**src/rtl/subtractor_serial_n.sv**
```systemverilog
// subtractor_serial_n
// Digit-serial subtractor: diff_o = a_i - b_i - borrow_i (mod 2^NB_BIT),
// DIGIT bits per cycle, LSB digit first. The inter-digit borrow lives in a
// register, so the carry chain is only DIGIT+1 bits long.
//
// Optional feature (macro MOD_SUB_EN): adds port q_i and a CORR state.
// When the raw subtraction borrows, q is added back digit-serially, which
// gives (a-b) mod q for a,b < q. In this build borrow_i is ignored.
//
// Ports:
//   clk_i     rising-edge clock
//   rst_ni    asynchronous active-low reset
//   valid_i   operands valid             ready_o   operands can be accepted
//   a_i       minuend                    b_i       subtrahend
//   borrow_i  incoming borrow (chaining)
//   q_i       modulus, sampled at accept (MOD_SUB_EN only)
//   valid_o   result valid, held until ready_i
//   ready_i   downstream takes the result
//   diff_o    result                     borrow_o  borrow out of the MSB digit
//                                                  (raw, before correction)
module subtractor_serial_n #(
    parameter int NB_BIT = 32,
    parameter int DIGIT  = 8
) (
    input  logic              clk_i,
    input  logic              rst_ni,
    input  logic              valid_i,
    output logic              ready_o,
    input  logic [NB_BIT-1:0] a_i,
    input  logic [NB_BIT-1:0] b_i,
    input  logic              borrow_i,
`ifdef MOD_SUB_EN
    input  logic [NB_BIT-1:0] q_i,
`endif
    output logic              valid_o,
    input  logic              ready_i,
    output logic [NB_BIT-1:0] diff_o,
    output logic              borrow_o
);
    localparam int NB_DIG = NB_BIT / DIGIT;
    localparam int CNT_W  = (NB_DIG > 1) ? $clog2(NB_DIG) : 1;
    localparam logic [CNT_W-1:0] CNT_LAST = CNT_W'(NB_DIG - 1);

    typedef enum logic [1:0] {
        IDLE = 2'd0,
        SUB  = 2'd1,
`ifdef MOD_SUB_EN
        CORR = 2'd3,
`endif
        DONE = 2'd2
    } state_t;

    state_t            state_reg, state_next;
    logic [CNT_W-1:0]  cnt_reg, cnt_next;
    logic [NB_BIT-1:0] a_reg, a_next;
    logic [NB_BIT-1:0] b_reg, b_next;
    logic [NB_BIT-1:0] res_reg, res_next;
    logic              borrow_reg, borrow_next;
    logic [NB_BIT-1:0] diff_reg, diff_next;
    logic              borrow_out_reg, borrow_out_next;
    logic              accept;

    // One digit of the subtraction, DIGIT+1 bits so the top bit is the borrow.
    logic [DIGIT:0]    dig_d;
    logic [NB_BIT-1:0] res_sub;
    assign dig_d   = {1'b0, a_reg[DIGIT-1:0]} - {1'b0, b_reg[DIGIT-1:0]}
                   - (DIGIT+1)'(borrow_reg);
    // New digit enters at the MSB side; after NB_DIG shifts the word is aligned.
    assign res_sub = (res_reg >> DIGIT) | (NB_BIT'(dig_d[DIGIT-1:0]) << (NB_BIT - DIGIT));

`ifdef MOD_SUB_EN
    logic [NB_BIT-1:0] q_reg, q_next;
    logic              carry_reg, carry_next;
    logic [DIGIT:0]    dig_s;
    logic [NB_BIT-1:0] res_corr;
    logic              unused_borrow_i;
    assign unused_borrow_i = borrow_i;
    // Correction re-circulates the raw difference through the same shift
    // register, adding q one digit at a time; the final carry is dropped.
    assign dig_s    = {1'b0, res_reg[DIGIT-1:0]} + {1'b0, q_reg[DIGIT-1:0]}
                    + (DIGIT+1)'(carry_reg);
    assign res_corr = (res_reg >> DIGIT) | (NB_BIT'(dig_s[DIGIT-1:0]) << (NB_BIT - DIGIT));
`endif

    always_comb begin
        state_next      = state_reg;
        cnt_next        = cnt_reg;
        a_next          = a_reg;
        b_next          = b_reg;
        res_next        = res_reg;
        borrow_next     = borrow_reg;
        diff_next       = diff_reg;
        borrow_out_next = borrow_out_reg;
`ifdef MOD_SUB_EN
        q_next          = q_reg;
        carry_next      = carry_reg;
`endif
        ready_o         = 1'b0;
        valid_o         = 1'b0;
        accept          = 1'b0;

        case (state_reg)
            IDLE: begin
                ready_o = 1'b1;
                accept  = valid_i;
            end
            SUB: begin
                a_next      = a_reg >> DIGIT;
                b_next      = b_reg >> DIGIT;
                res_next    = res_sub;
                borrow_next = dig_d[DIGIT];
                cnt_next    = cnt_reg + CNT_W'(1);
                if (cnt_reg == CNT_LAST) begin
                    cnt_next = '0;
`ifdef MOD_SUB_EN
                    if (dig_d[DIGIT]) begin
                        state_next = CORR;
                        carry_next = 1'b0;
                    end else begin
                        state_next      = DONE;
                        diff_next       = res_sub;
                        borrow_out_next = 1'b0;
                    end
`else
                    state_next      = DONE;
                    diff_next       = res_sub;
                    borrow_out_next = dig_d[DIGIT];
`endif
                end
            end
`ifdef MOD_SUB_EN
            CORR: begin
                q_next     = q_reg >> DIGIT;
                res_next   = res_corr;
                carry_next = dig_s[DIGIT];
                cnt_next   = cnt_reg + CNT_W'(1);
                if (cnt_reg == CNT_LAST) begin
                    cnt_next        = '0;
                    state_next      = DONE;
                    diff_next       = res_corr;
                    // Only reached when the raw subtraction borrowed.
                    borrow_out_next = borrow_reg;
                end
            end
`endif
            DONE: begin
                valid_o = 1'b1;
                // Taking the result frees the block in the same cycle.
                ready_o = ready_i;
                if (ready_i) begin
                    state_next = IDLE;
                    accept     = valid_i;
                end
            end
            default: state_next = IDLE;
        endcase

        if (accept) begin
            state_next = SUB;
            cnt_next   = '0;
            a_next     = a_i;
            b_next     = b_i;
`ifdef MOD_SUB_EN
            borrow_next = 1'b0;
            q_next      = q_i;
`else
            borrow_next = borrow_i;
`endif
        end
    end

    always_ff @(posedge clk_i or negedge rst_ni) begin
        if (!rst_ni) begin
            state_reg      <= IDLE;
            cnt_reg        <= '0;
            a_reg          <= '0;
            b_reg          <= '0;
            res_reg        <= '0;
            borrow_reg     <= 1'b0;
            diff_reg       <= '0;
            borrow_out_reg <= 1'b0;
`ifdef MOD_SUB_EN
            q_reg          <= '0;
            carry_reg      <= 1'b0;
`endif
        end else begin
            state_reg      <= state_next;
            cnt_reg        <= cnt_next;
            a_reg          <= a_next;
            b_reg          <= b_next;
            res_reg        <= res_next;
            borrow_reg     <= borrow_next;
            diff_reg       <= diff_next;
            borrow_out_reg <= borrow_out_next;
`ifdef MOD_SUB_EN
            q_reg          <= q_next;
            carry_reg      <= carry_next;
`endif
        end
    end

    assign diff_o   = diff_reg;
    assign borrow_o = borrow_out_reg;

endmodule

```
**config.mk**
```make
export PLATFORM = sky130hd
export DESIGN_NAME = subtractor_serial_n
export DESIGN_NICKNAME = d
export VERILOG_FILES = /design/src/rtl/subtractor_serial_n.sv
export SDC_FILE = /design/constraint.sdc
export NUM_CORES = 1
export LEC_CHECK = 0
export BUFFER_PORTS_ARGS = -buffer_cell sky130_fd_sc_hd__buf_2
export CAP_MARGIN = 5
export CORE_AREA = 4 4 105 107
export DETAILED_ROUTE_END_ITERATION = 12
export DIE_AREA = 0 0 109 111
export PLACE_DENSITY_LB_ADDON = 0.2
export SYNTH_ARGS = -nofsm -noshare
export SYNTH_HDL_FRONTEND = slang
export SYNTH_SLANG_ARGS = --single-unit
```
**constraint.sdc**
```tcl
create_clock -name clk_i -period 3.07 [get_ports clk_i]
set_input_delay 0.1535 -clock clk_i [delete_from_list [all_inputs] [get_ports clk_i]]
set_output_delay 0.1535 -clock clk_i [all_outputs]
set_load 0.01 [all_outputs]
```
==> flow_summary_export.csv, run 1 <==
group,metric,value,unit
status,run_status,"completed",
timing,finalSetupViolCount,0,
clocking,clkTransAtPathRegs,60,ps
global_routing,maximum_number_of_pins_on_one_net_before_global_route_repair,85,
timing,fmaxAchievable,343,MHz
power,total_power,8.22,mW
clocking,cts-htree-levels,4,
clocking,worstSkewPairLatency,520,ps
power,power.share.clock,23.1,%
yosys,synth.area.top_cells,"sky130_fd_sc_hd__dfrtp_1 (58%), sky130_fd_sc_hd__nand2_1 (14%), sky130_fd_sc_hd__a22oi_1 (6.7%)",
placed_design,placed_cells_incl_taps,754,
timing,max-slew-margin-rel,32.2,%
setup_path,cp_data_arrival_time,3280,ps
yosys,netlist.top_cell.by_area,"sky130_fd_sc_hd__dfrtp_1",
yosys,synthDistinctLibCells,33,
power,cellLeakagePower,3.74,nW
power,p_sw,3.24,mW
placed_design,placed_cell_area,6080,µm²
timing,timing.setup.tns,0,ps
detailed_routing,vias,4396,
global_routing,via_count_of_the_first_global_routing_pass,4487,
yosys,synth-seq-area-share,57.7,%
yosys,syn-instance-count,539,
placed_design,io_buffer_count,103,
timing,rsz0062_at_grt,"false",
flow_run,max_cap_violations,0,
final_layout,insertedDiodeCount,0,
power,power.share.combinational,41.9,%
power,worst_supply_voltage_drop_on_vdd,0.000490,V
final_layout,postLayoutCellArea,7300,µm²
yosys,ys_seq_elements,126,
floorplan,io_pins,104,
timing,final-max-slew-violation-count,0,
power,power_density,1130,nW/µm²
floorplan,die_w,109,µm
final_layout,layoutNonFillerInstCount,852,
final_layout,layout.nets,789,
setup_path,crit_path_cell_chain,"fa_1 > inv_1 > ha_1 > or2_2 > fa_1 > nand2b_1 > o21ai_1 > nand2_1 > xnor2_1 > o21ai_0",
setup_path,cp_slowest_cell,"sky130_fd_sc_hd__fa_1",
timing,tightestPinTransition,1020,ps
clocking,tritoncts.num_buffers,17,
power,internal_power,4.98,mW
timing,fin_skew,7.53,ps
yosys,postSynthNetCount,625,
detailed_routing,ant_nets,0,
clocking,clk_root_buffer_cell,"sky130_fd_sc_hd__clkbuf_8",
global_routing,grt_overflow_total,0,
floorplan,area_inside_the_core_boundary,10100,µm²
setup_path,critical_path.max_stage_delay,580,ps
final_layout,final_layout_size_suffix_gt1_share,21.1,%
global_routing,antenna_violations_before_repair,0,
yosys,synth.cell_area,5460,µm²
setup_path,crit_top_cell,"sky130_fd_sc_hd__fa_1",
yosys,synthesis.area_per_instance,10.1,µm²
setup_path,worstPathRequired,3430,ps
placed_design,place_congestion,0.846,
detailed_routing,drt_drc_violations_left,0,
power,power_switching_share,39.4,%
clocking,clockBufferDepth,2,
clocking,tritoncts,"built",
yosys,yosys_warnings,0,
floorplan,fp.dieArea,12100,µm²
placed_design,hpwl,7820,µm
detailed_routing,first_pass_iters,7,
detailed_routing,ratio_of_routed_vias_to_standard_cells,5.16,
global_routing,grt_usage,23.4,%
global_routing,first_pass_grt_wire_length,22100,µm
min_path,min-delay-path-class,"primary input to flip-flop",
setup_path,cp-end-kind,"flip-flop",
setup_path,worstPathMaxFanout,2,
detailed_routing,drt_iter0_drc,341,
clocking,cts_setup_buffers,0,
detailed_routing,wl_per_cell,15.2,µm
setup_path,setup.worst_path.class,"flip-flop to flip-flop",
floorplan,placement_rows,37,
clocking,clkSinkCount,126,
detailed_routing,wirelength,12900,µm
timing,hold_slack,52.5,ps
timing,timing.final.crit_period,2910,ps
power,seq_power_share,35.1,%
floorplan,initial_standard_cell_utilization_of_the_core,53.9,%
floorplan,die-height,111,µm
setup_path,critical_path.startpoint_type,"flip-flop",
timing,post-route-period-util,94.9,%
yosys,netlist.area_leader.share,57.7,%
final_layout,area_growth_from_synthesis_to_layout,33.7,%
timing,hold_viol_final,0,
[power by group through the flow]
stage / clock [mW] / combinational [mW] / sequential, mW
floorplan: 0 / 2.45 / 2.87
global placement: 0 / 3.22 / 2.86
detailed placement: 0 / 3.33 / 2.91
CTS: 1.92 / 3.45 / 2.89
global route: 2.01 / 3.92 / 2.98
finish: 1.90 / 3.44 / 2.88
[synth_stat cells (all sizes together)]
cell	n
o211a	1
xnor2	5
a22o	1
nor4b	1
a21o	1
a21oi	4
or3	1
nor3	2
nand2b	2
ha	15
mux2	25
a31oi	2
a22oi	49
buf	19
nor2	4
dfrtp	126
fa	2
or2	1
xor2	3
inv	22
nor2b	2
a211oi	2
o21bai	1
nand3b	1
nand2	198
clkbuf	13
o21ai	36
[path summary, 6_finish.rpt]
kind,from,to,slack [ps],cells past startpoint
setup / recovery,a_reg[0],diff_o[30],160,10
hold / removal,ready_i,state_reg[1],50,3
setup reg to reg,a_reg[0],diff_o[30],160,10
hold reg to reg,res_reg[12],res_reg[12],470,2
max in group asynchronous,rst_ni,a_reg[15],1930,4
min in group asynchronous,rst_ni,diff_o[4],220,2
[per-stage QoR]
stage | worst slack [ps] | util (%)
global route | 10.7 | 72.0
CTS | 165 | 72.0
finish | 155 | 72.0
global placement | 325 | 59.9
detailed placement | 209 | 59.9
floorplan | 477 | -
[cell families (layout without fill, tap and decap cells)]
kind of cell / after synthesis / in the layout / synth area share (%)
mux: 25 / 25 / 5.15
compound gates: 97 / 97 / 11.7
xor+xnor: 8 / 8 / 1.28
fa+ha+maj: 17 / 17 / 4.17
flops: 126 / 126 / 57.7
buf+inv: 54 / 231 / 4.60
simple gates: 212 / 212 / 15.3
[timing repair]
action	in CTS	in global routing
resized for setup	0	0
hold endpoints to repair	119	0
hold buffers	66	0
[cells in the final DEF (no fill, tap or decap), types with 3 or more instances in the layout]
master and instances:
sky130_fd_sc_hd__a21oi_1 4, sky130_fd_sc_hd__a22oi_1 49, sky130_fd_sc_hd__buf_2 102, sky130_fd_sc_hd__buf_4 8
sky130_fd_sc_hd__clkbuf_16 16, sky130_fd_sc_hd__clkinv_2 4, sky130_fd_sc_hd__clkinv_4 3, sky130_fd_sc_hd__clkinvlp_4 4
sky130_fd_sc_hd__dfrtp_1 126, sky130_fd_sc_hd__dlygate4sd3_1 66, sky130_fd_sc_hd__ha_1 15, sky130_fd_sc_hd__inv_1 22
sky130_fd_sc_hd__mux2_1 24, sky130_fd_sc_hd__nand2_1 197, sky130_fd_sc_hd__nor2_1 3, sky130_fd_sc_hd__o21ai_0 34
sky130_fd_sc_hd__xnor2_1 5, sky130_fd_sc_hd__xor2_1 3
[layer usage]
metal / track usage, % / vias up / part of all wire (%)
li1: - / 2118 / -
met1: 30.8 / 2104 / 41
met3: 6.06 / 24 / 5.5
met5: 0 / - / 0
met2: 37.5 / 150 / 51
met4: 7.74 / 0 / 2.1
[critical path, delay by kind of cell, from the launching register on]
| family | cells | cell delay [ps] |
|---|---|---|
| adders and majority gates | 3 | 1150 |
| and+or+nand+nor | 3 | 590 |
| DFF | 1 | 410 |
| AOI/OAI and AO/OA | 2 | 340 |
| xor gates and xnor gates | 1 | 210 |
| buffers and inverters | 1 | 50 |
[final cells by class]
type | instances | area (µm²)
Clock buffer | 18 | 418
Tap cell | 136 | 170
Multi-Input combinational cell | 359 | 2080
Sequential cell | 126 | 3150
Clock inverter | 14 | 145
Fill cell | 703 | 2840
Timing Repair Buffer | 177 | 1250
Inverter | 22 | 82.6
No activity file was read; power rests on OpenSTA's default activity.
==> run 2: changes to the inputs <==
Settings changed: ABC_AREA set to 1, CORE_AREA 4 4 105 107 to 4 4 118 120, CTS_BUF_LIST set to sky130_fd_sc_hd__clkbuf_16, DIE_AREA 0 0 109 111 to 0 0 122 124.
==> run 2 against run 1 <==
Sequential cell count is the same. Utilization shrank 14 points. First-iteration DRC count shrank 23%. Clock skew shrank 2.3 ps. Synthesized cell count grew 15%. Via count grew 4.9%. Sequential power shrank 4%. Routed wire length grew 0.34%. Register-to-register slack gained 260 ps. Global-route usage shrank 5.0 points. Fmax grew 9.9%. Clock power shrank 4%. Critical endpoint is now borrow_o. Largest cell class unchanged. Highest routed layer unchanged.
==> flow_summary_export.csv, run 2 <==
group,metric,value,unit
status,run_status,"completed",
floorplan,die_w,122,µm
yosys,synthTopCellsByCount,"sky130_fd_sc_hd__nand2_1 (211), sky130_fd_sc_hd__dfrtp_1 (126), sky130_fd_sc_hd__inv_1 (86)",
global_routing,first_pass_grt_wire_length,21700,µm
yosys,ys_seq_elements,126,
global_routing,antenna_violations_before_repair,0,
timing,rsz0062_at_grt,"false",
floorplan,fp.dieArea,15100,µm²
floorplan,die-height,124,µm
clocking,worstSkewPairLatency,410,ps
timing,hold_viol_final,0,
yosys,synth.area.top_cells,"sky130_fd_sc_hd__dfrtp_1 (54%), sky130_fd_sc_hd__nand2_1 (14%), sky130_fd_sc_hd__inv_1 (5.6%)",
yosys,postSynthNetCount,705,
yosys,yosys_warnings,0,
floorplan,area_inside_the_core_boundary,13000,µm²
setup_path,critical_path.max_stage_delay,570,ps
detailed_routing,detailroute.wirelength.met3,666,µm
clocking,cts_setup_buffers,0,
detailed_routing,wl_per_cell,13.4,µm
yosys,yosysMostFrequentCell,"sky130_fd_sc_hd__nand2_1",
yosys,synthesis.area_per_instance,9.37,µm²
final_layout,insertedDiodeCount,0,
placed_design,placed_cell_area,6360,µm²
setup_path,critical_path.startpoint_type,"flip-flop",
yosys,netlist.area_leader.share,54.3,%
timing,timing.setup.tns,0,ps
placed_design,hpwl,8230,µm
clocking,clk_root_buffer_cell,"sky130_fd_sc_hd__clkbuf_16",
setup_path,crit_family,"adder cells",
final_layout,final_common_cell,"sky130_fd_sc_hd__nand2_1",
yosys,postSynth.asyncResetShare,100,%
power,total_power,8.36,mW
power,cellLeakagePower,3.88,nW
detailed_routing,routed-wl-met2,6170,µm
global_routing,via_count_of_the_first_global_routing_pass,4535,
setup_path,timing.critical_path.buf_inv,2,
final_layout,postLayoutCellArea,7550,µm²
detailed_routing,ratio_of_routed_vias_to_standard_cells,4.75,
placed_design,place_congestion,0.767,
yosys,synth-seq-area-share,54.3,%
timing,final-max-slew-violation-count,0,
clocking,tritoncts.num_buffers,17,
yosys,synth.cell_area,5800,µm²
final_layout,final_layout_size_suffix_gt1_share,21.9,%
detailed_routing,vias,4610,
setup_path,crit_top_cell,"sky130_fd_sc_hd__nand2_1",
min_path,min-delay-path-class,"primary input to flip-flop",
global_routing,grt_usage,18.4,%
power,worst_supply_voltage_drop_on_vdd,0.000465,V
timing,fin_skew,5.21,ps
detailed_routing,route.layer.met1.wl,5950,µm
detailed_routing,drt_drc_violations_left,0,
setup_path,worstPathMaxFanout,3,
final_layout,layout_common_cells,"sky130_fd_sc_hd__nand2_1 (211), sky130_fd_sc_hd__dfrtp_1 (126), sky130_fd_sc_hd__buf_2 (102)",
power,power_density,1110,nW/µm²
detailed_routing,ant_nets,0,
setup_path,cp_slowest_cell,"sky130_fd_sc_hd__fa_1",
detailed_routing,wirelength,13000,µm
detailed_routing,drt_iter0_drc,263,
yosys,netlist.top_cell.by_area,"sky130_fd_sc_hd__dfrtp_1",
placed_design,io_buffer_count,103,
clocking,clockBufferDepth,2,
floorplan,io_pins,104,
timing,max-slew-margin-rel,45.0,%
global_routing,grt_overflow_total,0,
timing,post-route-period-util,86.4,%
setup_path,crit_path_cell_chain,"fa_1 > inv_1 > ha_1 > or2_2 > fa_1 > inv_1 > nand2_1 > nand2_1 > nand2_1 > nand2_1 > nand3_1 > nand3_1 > nand2_1",
detailed_routing,first_pass_iters,4,
setup_path,cp_data_arrival_time,2940,ps
setup_path,cp-end-kind,"flip-flop",
timing,tightestPinTransition,825,ps
clocking,clkSinkCount,126,
final_layout,layout.nets,868,
setup_path,setup.worst_path.class,"flip-flop to flip-flop",
floorplan,initial_standard_cell_utilization_of_the_core,44.7,%
final_layout,area_growth_from_synthesis_to_layout,30.2,%
flow_run,max_cap_violations,0,
timing,timing.final.crit_period,2650,ps
yosys,syn-instance-count,619,
floorplan,placement_rows,42,
detailed_routing,maxUsedRoutingLayer,"met4",
global_routing,maximum_number_of_pins_on_one_net_before_global_route_repair,92,
clocking,tritoncts,"built",
setup_path,worstPathRequired,3360,ps
clocking,cts-htree-levels,4,
clocking,clkTransAtPathRegs,50,ps
timing,finalSetupViolCount,0,
yosys,ys.flop_type,"sky130_fd_sc_hd__dfrtp_1",
yosys,synthDistinctLibCells,32,
timing,hold_slack,40.6,ps
yosys,synth_enable_flop_cells,0,
timing,fmaxAchievable,377,MHz
run 2: cell count changes after synthesis, moves of 7 or more:
cell / change
sky130_fd_sc_hd__a22oi_1: -44
sky130_fd_sc_hd__buf_6: +9
sky130_fd_sc_hd__clkbuf_1: -11
sky130_fd_sc_hd__inv_1: +64
sky130_fd_sc_hd__mux2_1: -24
sky130_fd_sc_hd__nand2_1: +14
sky130_fd_sc_hd__nand2_2: +10
sky130_fd_sc_hd__nand3_1: +16
sky130_fd_sc_hd__o211ai_1: +17
sky130_fd_sc_hd__o211ai_2: +7
sky130_fd_sc_hd__o21ai_0: -9
sky130_fd_sc_hd__o21ai_1: +22
sky130_fd_sc_hd__o221ai_2: +15
run 2: worst register-to-register path: cells and delay by family (launching register included):
family | cells | cell delay, ps
flip-flops | 1 | 390
AND/OR/NAND/NOR | 8 | 910
buffers and inverters | 2 | 110
adder cells (fa/ha/maj) | 3 | 1130
run 2: final timing paths:
path,startpoint,end,slack (ps),depth (start not counted)
min,b_i[11],b_reg[11],40,3
min in group asynchronous,rst_ni,diff_o[3],400,2
max in group asynchronous,rst_ni,cnt_reg[0],1880,3
max,a_reg[0],borrow_o,420,13
max reg2reg,a_reg[0],borrow_o,420,13
min reg2reg,res_reg[10],diff_o[2],470,2
run 2: cell families after synthesis:
| family | after synthesis | synth area share [%] |
|---|---|---|
| and+or+nand+nor | 249 | 17.7 |
| DFF | 126 | 54.3 |
| AOI/OAI and AO/OA | 104 | 13.8 |
| buffers and inverters | 120 | 9.72 |
| xor gates and xnor gates | 3 | 0.453 |
| adders and majority gates | 17 | 3.92 |
run 2: where the power goes:
part           total, mW  switching [mW]  leakage (nW)  internal (mW)
Combinational       3.78            2.39          2.00           1.39
Clock               1.82           0.663         0.277           1.16
Sequential          2.76           0.335          1.60           2.43
Total               8.36            3.38          3.88           4.98
run 2: cell type report:
| type | instances | area (µm²) |
|---|---|---|
| clock inverter | 14 | 113 |
| clock buffer | 17 | 425 |
| multi-input combinational | 373 | 2090 |
| inverter | 91 | 347 |
| tap | 176 | 220 |
| sequential | 126 | 3150 |
| timing repair buffer | 173 | 1210 |
| fill | 1148 | 5430 |
run 2: metal layers:
| layer | GRT usage, % | vias up |
|---|---|---|
| met3 | 4.95 | 17 |
| met1 | 23.6 | 2172 |
| met5 | 0 | - |
| li1 | - | 2301 |
| met4 | 6.72 | 0 |
| met2 | 30.1 | 120 |
run 2: metrics by stage:
stage	instances	util (%)	setup slack (ps)
4_1_cts	970	58.2	416
3_3_place_gp	874	49.0	510
3_5_place_dp	874	49.0	456
6_report	970	58.2	418
2_1_floorplan	619	-	616
5_1_grt	970	58.2	176
run 2: what timing repair did:
| item | CTS | global route |
|---|---|---|
| resized for setup | 0 | 0 |
| hold buffers | 65 | 0 |
| endpoints found under the hold margin | 153 | 0 |
